[src/rtl/sram_arb_if.sv]
// Bus bundle between the two requesters (CPU port A, debug UART port B),
// the arbiter, and the external asynchronous SRAM pins.
// slave = arbiter view, master = requester/SRAM-model view.
interface sram_arb_if;
  // Port A (CPU)
  logic [15:0] a_addr;
  logic        a_r;
  logic [1:0]  a_w;
  logic [15:0] a_wdata;
  logic        a_ack;
  // Port B (debug UART)
  logic [15:0] b_addr;
  logic        b_r;
  logic [1:0]  b_w;
  logic [15:0] b_wdata;
  logic        b_ack;
  // Shared status
  logic [15:0] rdata;
  logic        grant;
  logic        busy;
  // SRAM pins
  logic [14:0] sram_addr;
  logic [15:0] sram_dout;
  logic        sram_den;
  logic [15:0] sram_din;
  logic        sram_ce_n;
  logic        sram_oe_n;
  logic        sram_we_n;
  logic        sram_ub_n;
  logic        sram_lb_n;

  modport slave (
    input  a_addr, a_r, a_w, a_wdata,
    input  b_addr, b_r, b_w, b_wdata,
    input  sram_din,
    output a_ack, b_ack, rdata, grant, busy,
    output sram_addr, sram_dout, sram_den,
    output sram_ce_n, sram_oe_n, sram_we_n, sram_ub_n, sram_lb_n
  );

  modport master (
    output a_addr, a_r, a_w, a_wdata,
    output b_addr, b_r, b_w, b_wdata,
    output sram_din,
    input  a_ack, b_ack, rdata, grant, busy,
    input  sram_addr, sram_dout, sram_den,
    input  sram_ce_n, sram_oe_n, sram_we_n, sram_ub_n, sram_lb_n
  );
endinterface

[src/rtl/sram_arb.sv]
// Two-port arbiter in front of a 16-bit asynchronous SRAM; IDLE -> ACCESS (WAIT cycles) -> DONE.
// Latency: request seen in IDLE is acked WAIT+1 cycles later; back-to-back accesses take WAIT+2 cycles.
// Backpressure: requesters hold their request until ack; requests are sampled only in IDLE.
// Build option: define SRAM_ARB_ROUND_ROBIN_EN for round-robin arbitration (default: port B fixed priority).
module sram_arb #(
  parameter int unsigned WAIT = 3   // SRAM access cycles per transfer, 2..15
) (
  input  logic       clk,
  input  logic       reset,
  sram_arb_if.slave  bus
);

  typedef enum logic [1:0] {IDLE, ACCESS, DONE} state_t;

  localparam logic [3:0] WAIT_M1 = 4'(WAIT - 1);
  localparam logic [3:0] WAIT_M2 = 4'(WAIT - 2);

  state_t      state_q;
  logic [3:0]  cnt_q;
  logic        grant_q;
  logic        busy_q;
  logic        a_ack_q;
  logic        b_ack_q;
  logic        wr_q;
  logic [15:0] rdata_q;
  logic [15:0] dout_q;
  logic [14:0] addr_q;
  logic        den_q;
  logic        ce_n_q;
  logic        oe_n_q;
  logic        we_n_q;
  logic        ub_n_q;
  logic        lb_n_q;

  logic        a_pend;
  logic        b_pend;
  logic        pick_b_d;
  logic [14:0] win_addr_d;
  logic [15:0] win_wdata_d;
  logic [1:0]  win_w_d;
  logic        win_wr_d;

  // WE is held off the first and last ACCESS cycles so address and data
  // surround the write pulse; with only two cycles it goes in the first one.
  // c is the counter value of the ACCESS cycle (WAIT-1 in the first, 0 in the last).
  function automatic logic we_low(input logic [3:0] c);
    if (WAIT == 2) begin
      return (c == 4'd1);
    end
    return (c != 4'd0) && (c <= WAIT_M2);
  endfunction

  // Pick a winner among pending ports and mux its request fields.
  always_comb begin
    a_pend = bus.a_r | (|bus.a_w);
    b_pend = bus.b_r | (|bus.b_w);
`ifdef SRAM_ARB_ROUND_ROBIN_EN
    pick_b_d = b_pend & (~a_pend | ~grant_q);
`else
    pick_b_d = b_pend;
`endif
    win_addr_d  = pick_b_d ? bus.b_addr[15:1] : bus.a_addr[15:1];
    win_wdata_d = pick_b_d ? bus.b_wdata      : bus.a_wdata;
    win_w_d     = pick_b_d ? bus.b_w          : bus.a_w;
    // A write wins over a simultaneous read request.
    win_wr_d    = |win_w_d;
  end

  // Access FSM; all SRAM strobes and handshake outputs are registered here.
  always_ff @(posedge clk) begin
    if (reset) begin
      state_q <= IDLE;
      cnt_q   <= 4'd0;
      grant_q <= 1'b0;
      busy_q  <= 1'b0;
      a_ack_q <= 1'b0;
      b_ack_q <= 1'b0;
      wr_q    <= 1'b0;
      rdata_q <= 16'd0;
      dout_q  <= 16'd0;
      addr_q  <= 15'd0;
      den_q   <= 1'b0;
      ce_n_q  <= 1'b1;
      oe_n_q  <= 1'b1;
      we_n_q  <= 1'b1;
      ub_n_q  <= 1'b1;
      lb_n_q  <= 1'b1;
    end else begin
      case (state_q)
        IDLE: begin
          a_ack_q <= 1'b0;
          b_ack_q <= 1'b0;
          if (a_pend | b_pend) begin
            state_q <= ACCESS;
            cnt_q   <= WAIT_M1;
            grant_q <= pick_b_d;
            busy_q  <= 1'b1;
            wr_q    <= win_wr_d;
            addr_q  <= win_addr_d;
            dout_q  <= win_wdata_d;
            den_q   <= win_wr_d;
            ce_n_q  <= 1'b0;
            oe_n_q  <= win_wr_d;
            we_n_q  <= ~(win_wr_d & we_low(WAIT_M1));
            // Reads fetch the full word; writes use the byte enables.
            ub_n_q  <= win_wr_d & ~win_w_d[1];
            lb_n_q  <= win_wr_d & ~win_w_d[0];
          end
        end
        ACCESS: begin
          if (cnt_q == 4'd0) begin
            state_q <= DONE;
            if (!wr_q) begin
              rdata_q <= bus.sram_din;
            end
            a_ack_q <= ~grant_q;
            b_ack_q <= grant_q;
            den_q   <= 1'b0;
            ce_n_q  <= 1'b1;
            oe_n_q  <= 1'b1;
            we_n_q  <= 1'b1;
            ub_n_q  <= 1'b1;
            lb_n_q  <= 1'b1;
          end else begin
            cnt_q  <= cnt_q - 4'd1;
            we_n_q <= ~(wr_q & we_low(cnt_q - 4'd1));
          end
        end
        DONE: begin
          state_q <= IDLE;
          busy_q  <= 1'b0;
          a_ack_q <= 1'b0;
          b_ack_q <= 1'b0;
        end
        default: begin
          state_q <= IDLE;
        end
      endcase
    end
  end

  assign bus.a_ack     = a_ack_q;
  assign bus.b_ack     = b_ack_q;
  assign bus.rdata     = rdata_q;
  assign bus.grant     = grant_q;
  assign bus.busy      = busy_q;
  assign bus.sram_addr = addr_q;
  assign bus.sram_dout = dout_q;
  assign bus.sram_den  = den_q;
  assign bus.sram_ce_n = ce_n_q;
  assign bus.sram_oe_n = oe_n_q;
  assign bus.sram_we_n = we_n_q;
  assign bus.sram_ub_n = ub_n_q;
  assign bus.sram_lb_n = lb_n_q;

endmodule
[src/flat_wrapper.sv]
// flat-port wrapper written by rule: the top's interface ports become plain ports
module sram_arb_flat 
#(
  parameter int unsigned WAIT = 3                                            
)
  (clk, reset, bus_a_addr, bus_a_r, bus_a_w, bus_a_wdata, bus_b_addr, bus_b_r, bus_b_w, bus_b_wdata, bus_sram_din, bus_a_ack, bus_b_ack, bus_rdata, bus_grant, bus_busy, bus_sram_addr, bus_sram_dout, bus_sram_den, bus_sram_ce_n, bus_sram_oe_n, bus_sram_we_n, bus_sram_ub_n, bus_sram_lb_n);
  sram_arb_if bus_i ();
  input  logic clk;
  input  logic reset;
  input wire logic [$bits(bus_i.a_addr)-1:0] bus_a_addr;
  input wire logic [$bits(bus_i.a_r)-1:0] bus_a_r;
  input wire logic [$bits(bus_i.a_w)-1:0] bus_a_w;
  input wire logic [$bits(bus_i.a_wdata)-1:0] bus_a_wdata;
  input wire logic [$bits(bus_i.b_addr)-1:0] bus_b_addr;
  input wire logic [$bits(bus_i.b_r)-1:0] bus_b_r;
  input wire logic [$bits(bus_i.b_w)-1:0] bus_b_w;
  input wire logic [$bits(bus_i.b_wdata)-1:0] bus_b_wdata;
  input wire logic [$bits(bus_i.sram_din)-1:0] bus_sram_din;
  output wire logic [$bits(bus_i.a_ack)-1:0] bus_a_ack;
  output wire logic [$bits(bus_i.b_ack)-1:0] bus_b_ack;
  output wire logic [$bits(bus_i.rdata)-1:0] bus_rdata;
  output wire logic [$bits(bus_i.grant)-1:0] bus_grant;
  output wire logic [$bits(bus_i.busy)-1:0] bus_busy;
  output wire logic [$bits(bus_i.sram_addr)-1:0] bus_sram_addr;
  output wire logic [$bits(bus_i.sram_dout)-1:0] bus_sram_dout;
  output wire logic [$bits(bus_i.sram_den)-1:0] bus_sram_den;
  output wire logic [$bits(bus_i.sram_ce_n)-1:0] bus_sram_ce_n;
  output wire logic [$bits(bus_i.sram_oe_n)-1:0] bus_sram_oe_n;
  output wire logic [$bits(bus_i.sram_we_n)-1:0] bus_sram_we_n;
  output wire logic [$bits(bus_i.sram_ub_n)-1:0] bus_sram_ub_n;
  output wire logic [$bits(bus_i.sram_lb_n)-1:0] bus_sram_lb_n;
  assign bus_i.a_addr = bus_a_addr;
  assign bus_i.a_r = bus_a_r;
  assign bus_i.a_w = bus_a_w;
  assign bus_i.a_wdata = bus_a_wdata;
  assign bus_i.b_addr = bus_b_addr;
  assign bus_i.b_r = bus_b_r;
  assign bus_i.b_w = bus_b_w;
  assign bus_i.b_wdata = bus_b_wdata;
  assign bus_i.sram_din = bus_sram_din;
  assign bus_a_ack = bus_i.a_ack;
  assign bus_b_ack = bus_i.b_ack;
  assign bus_rdata = bus_i.rdata;
  assign bus_grant = bus_i.grant;
  assign bus_busy = bus_i.busy;
  assign bus_sram_addr = bus_i.sram_addr;
  assign bus_sram_dout = bus_i.sram_dout;
  assign bus_sram_den = bus_i.sram_den;
  assign bus_sram_ce_n = bus_i.sram_ce_n;
  assign bus_sram_oe_n = bus_i.sram_oe_n;
  assign bus_sram_we_n = bus_i.sram_we_n;
  assign bus_sram_ub_n = bus_i.sram_ub_n;
  assign bus_sram_lb_n = bus_i.sram_lb_n;
  sram_arb #(.WAIT(WAIT)) u_core (.clk(clk), .reset(reset), .bus(bus_i));
endmodule
[config.mk]
export PLATFORM = sky130hd
export DESIGN_NAME = sram_arb_flat
export DESIGN_NICKNAME = d
export VERILOG_FILES = /design/src/rtl/sram_arb_if.sv /design/src/rtl/sram_arb.sv /design/src/flat_wrapper.sv
export SDC_FILE = /design/constraint.sdc
export NUM_CORES = 1
export LEC_CHECK = 0
export ABC_CLOCK_PERIOD_IN_PS = 1900
export CAP_MARGIN = 30
export CORE_ASPECT_RATIO = 0.75
export CORE_MARGIN = 2
export CORE_UTILIZATION = 36
export DETAILED_ROUTE_END_ITERATION = 8
export GPL_TIMING_DRIVEN = 0
export MAX_ROUTING_LAYER = met4
export PLACE_DENSITY = 0.74
export SETUP_SLACK_MARGIN = 0.4
export SYNTH_ARGS = -nofsm -noshare
export SYNTH_HDL_FRONTEND = slang
export SYNTH_SLANG_ARGS = --single-unit
export TNS_END_PERCENT = 50
[constraint.sdc]
create_clock -name clk -period 1.9 [get_ports clk]
set_input_delay 0.19 -clock clk [delete_from_list [all_inputs] [get_ports clk]]
set_output_delay 0.19 -clock clk [all_outputs]
set_load 0.005 [all_outputs]
## Yosys cells after proc, flatten, opt, wreduce, memory -nomap -nowiden

Cells that the tools add are included.

- Register bits after elaboration: 64
- Bits of input ports: 88
- Output and inout bits: 57
- Word-level logic and storage cells: 81

- Add/subtract/negate cells: 1
- Order comparisons: 1
- Equal/unequal tests: 5
- Multiplexer cells: 28
- Bitwise gates (word level): 11
- Reductions and logical operators: 19

Operators by type and width:

| kind | count |
|---|---|
| $pmux 1 s2 | 9 |
| $mux 16 | 1 |
| $mux 15 | 1 |
| $mux 1 | 10 |
| $reduce_and 2->1 | 5 |
| $reduce_and 3->1 | 3 |
| $mux 4 | 2 |
| $pmux 4 s2 | 1 |
| $reduce_or 2->1 | 4 |
| $mux 2 | 3 |
| $reduce_bool 2->1 | 3 |
| $not 1->1 | 5 |
| $le 4x1->1 const B | 1 |
| $logic_not 4->1 | 1 |
| $ne 2x1->1 const B | 2 |
| $pmux 2 s2 | 1 |
| $reduce_bool 4->1 | 1 |
| $sub 4x1->4 const B | 1 |
| $and 1x1->1 | 3 |
| $or 1x1->1 | 3 |
| $eq 2x1->1 const B | 1 |
| $eq 2x2->1 const B | 1 |
| $logic_not 2->1 | 1 |
| $ne 2x2->1 const B | 1 |
| $logic_and 1x1->1 | 1 |

## Depth between registers and ports, before layout

- Depth after elaboration: 7
- Mapped depth: 8

## Worst setup path before layout

No wires, ideal clock.

- Path kind: register to register
- From: register u_core.cnt_q[0]
- To: register u_core.rdata_q[5] (netlist: u_core.bus.rdata[5])
- Setup time: 0.132 ns
- Arrival time: 1.785 ns
- Data required time: 1.768 ns
- Slack: -0.017 ns
- Cell stages (with the launch flop): 9
- Path buffers: 2
- Period minus slack after synthesis: 1.917 ns
- Path through: dfxtp_1 inv_1 ha_1 or3b_4 or3_1 buf_6 buf_8 nand2_1 a21oi_1

- Cells in the longest elaborated chain, start to end: 2

RTL lines:

| item | RTL line | RTL |
|---|---|---|
| from (decl) | sram_arb.sv:19 | `logic [3:0] cnt_q;` |
| from (signal assigned) | sram_arb.sv:125 | `cnt_q <= cnt_q - 4'd1;` |
| $logic_not 4->1 | sram_arb.sv:111 | `if (cnt_q == 4'd0) begin` |
| $reduce_and 3->1 (no line) | -- |  |
| to (signal assigned) | sram_arb.sv:114 | `rdata_q <= bus.sram_din;` |
| to (decl) | sram_arb.sv:25 | `logic [15:0] rdata_q;` |

Every way passes these cells.
A chain may end at the register's enable or synchronous reset.

## Final worst setup path

- From: register u_core.cnt_q[1]
- To: register u_core.rdata_q[8] (netlist: u_core.bus.rdata[8])

Same word-level chain as after synthesis.

==> results.toml <==
[power_and_ir_drop]
fin_total_pwr_uw = 4330
p_per_area_nw_per_um2 = 860
p_leak_uw = 0.00190
ir_worst_vdd_v = 0.000474

[yosys]
synthDistinctLibCells = 38
synth_nets = 400
syn_inst = 308
synth_common_cells = "64 x dfxtp_1, 45 x nor2_1, 37 x nand2_1"
yosys-mux-area-fraction_pct = 11.2
synth_xor_area_share_pct = 0
synth_seq_cells = 64
synth_seq_area_share_pct = 46.3
yosysWarningCount = 0
yosys.area_share.simple_pct = 16.7
synthAdderAreaFrac_pct = 1.81
avgSynthCellArea_um2 = 8.99
synth.largest_area_cell = "dfxtp_1"
netlist_area_um2 = 2770
yosysMostFrequentCell = "dfxtp_1"
synth_edf_count = 0
synth_top_area_share_pct = 46.3
synth_compound_area_share_pct = 18.6
netlist_top_cells_area = "dfxtp_1 46%, mux2i_1 11%, a211oi_1 9.2%"
async_reset_ff_share_pct = 0
synth_top_family_by_area = "compound AO/OA/AOI/OAI gates"
synthFlopType = "dfxtp_1"

[cells_and_area]
instances_no_fill = 587
register_area_um2 = 1290
multiInputGateArea_um2 = 1590
post-route-util_pct = 68.1
n_fill_cell = 577
diodes = 0
fin_nets = 573
syn2layout_area_growth_pct = 81.9
layout-drive-gt1-share_pct = 21.6

[floorplanning]
ioPinCount = 145
die_width_um = 105
die_h_um = 80.0
rows = 27
core-area_um2 = 7400
dieArea_um2 = 8420
start_util_pct = 37.4

[detailed_routing]
vias_per_cell = 5.05
wl_per_cell_um = 15.8
dr_total_vias = 2965
dr.pass1.iters = 4
drcViolationCount = 0
antenna_left = 0
dr.first_iter.drc_count = 109
finalWirelength_um = 9290

[timing]
maxSlewHeadroom_pct = 57.3
setup_tns_ns = 0
skew_ns = 0.00560
period_needed_ns = 1.83
slew_violations = 0
fmax_mhz = 547
fin_hold_ws_ns = 0.367
setup-violations-final = 0
rsz0062_at_grt = "true"
min_period_over_period_pct = 96.2
worst_pin_slew_ns = 0.640
timing.final.hold_violations = 0

[place]
gp_congestion = 0.822
placedCellCount = 550
port_buffers = 141
hpwlAfterDp_um = 6010

[status]
status = "finished, final reports clean"

[run]
cap_violations = 0

[setup_path]
cp-start-kind = "flop"
cp_data_arrival_time_ns = 2.02
cp-end-kind = "flop"
crit_type = "reg -> reg"
worstPathMaxFanout = 5
cp.required_ns = 2.09

[clock_network]
cts_htree_levels = 3
ctsLongestPathBuffers = 2
cts_root_buf = "clkbuf_8"
numCtsBuffers = 9
cts_tree = "built"
clk_latency_ns = 0.34
clk_pin_slew_ns = 0.07
cts.sinks = 64

[grt]
antenna_found_initial = 0
grt_start_max_net_pins = 11
globalRouteOverflowTotal = 0
grt_pass1_vias = 2861
grt_pass1_wl_um = 13700
grt_util_all_layers_pct = 21.2

[min_path]
hp-class = "in -> reg"
==> sequential cells by signal, summed over array words and instances (netlist names) <==
register	flops
u_core.bus.busy	1
u_core.bus.grant	1
u_core.bus.sram_oe_n	1
u_core.bus.sram_dout	16
u_core.bus.sram_ce_n	1
u_core.bus.rdata	16
u_core.bus.sram_ub_n	1
u_core.state_q	2
u_core.bus.sram_lb_n	1
u_core.cnt_q	4
u_core.wr_q	1
u_core.bus.sram_addr	15
u_core.bus.a_ack	1
u_core.bus.b_ack	1
u_core.bus.sram_we_n	1
u_core.bus.sram_den	1
==> final cells by class <==
type | instances | area share, %
well taps | 101 | 2.51
clock inverters | 2 | 1.19
repair buffers | 162 | 31.9
multi-input cells | 216 | 31.6
inverters | 4 | 0.398
clock buffers | 14 | 3.43
flip-flops and latches | 64 | 25.6
plain buffers | 24 | 3.43
==> power breakdown <==
group | internal (uW) | switching (uW) | total, uW
Clock | 848 | 504 | 1350
Sequential | 1500 | 101 | 1610
Combinational | 781 | 593 | 1370
==> metal layers <==
layer / global-route usage (%) / wire [um] / vias to the layer above
met3: 5.22 / 576 / 23
li1: - / - / 1433
met5: - / 0 / -
met1: 24.4 / 3870 / 1387
met4: 7.73 / 199 / 0
met2: 36.2 / 4650 / 122
==> cells by family after synthesis <==
logic type	count (synthesis)
buf+inv	28
mux	31
compound gates	76
flops	64
fa+ha+maj	4
simple gates	105
==> cells in the final DEF, fill, tap and decap left out, types with 3 or more instances in the layout <==
cell	netlist	layout
mux2i_1	31	31
clkbuf_1	9	8
a31oi_1	3	3
buf_6	3	10
nand2_2	0	5
buf_4	0	19
a211oi_1	34	31
dlymetal6s2s_1	0	3
dfxtp_1	64	62
nand2_4	0	10
a21oi_1	24	9
nand3_1	5	3
a21oi_2	0	14
a211oi_2	1	3
ha_1	4	3
nor2_1	45	43
clkdlybuf4s50_1	0	135
nor3_1	5	4
nand2_1	37	22
clkbuf_8	0	12
buf_2	10	6
==> worst paths after layout <==
check / from / to / slack [ns] / cells past startpoint
min: bus_b_w[1] / u_core.bus.sram_lb_n / 0.37 / 3
min reg2reg: u_core.bus.sram_ce_n / u_core.bus.sram_ce_n / 0.45 / 2
max: u_core.cnt_q[1] / u_core.bus.rdata[8] / 0.07 / 8
max reg2reg: u_core.cnt_q[1] / u_core.bus.rdata[8] / 0.07 / 8
==> critical path: stages, from the launching register on <==
cell     delay (ns)
dfxtp_4        0.36
inv_4          0.06
ha_4           0.13
or3b_4         0.37
or3_1          0.36
buf_6          0.15
buf_16         0.14
nand2_4        0.06
a21oi_2        0.06
==> repair_timing <==
item / CTS / global route
setup endpoints to repair: 60 / 60
pin swaps: 22 / 20
resized for setup: 43 / 53
hold buffers: 0 / 0
cloned: 1 / 0
setup buffers: 13 / 7
==> metrics by stage <==
stage	setup slack (ns)	instance area (um^2)
after floorplan	0.114	2780
after global placement	-0.275	4320
after detailed placement	-0.331	4320
after CTS	0.0972	4810
after global routing	0.0351	5040
final	0.0726	5040
(Power assumes the default switching activity.)
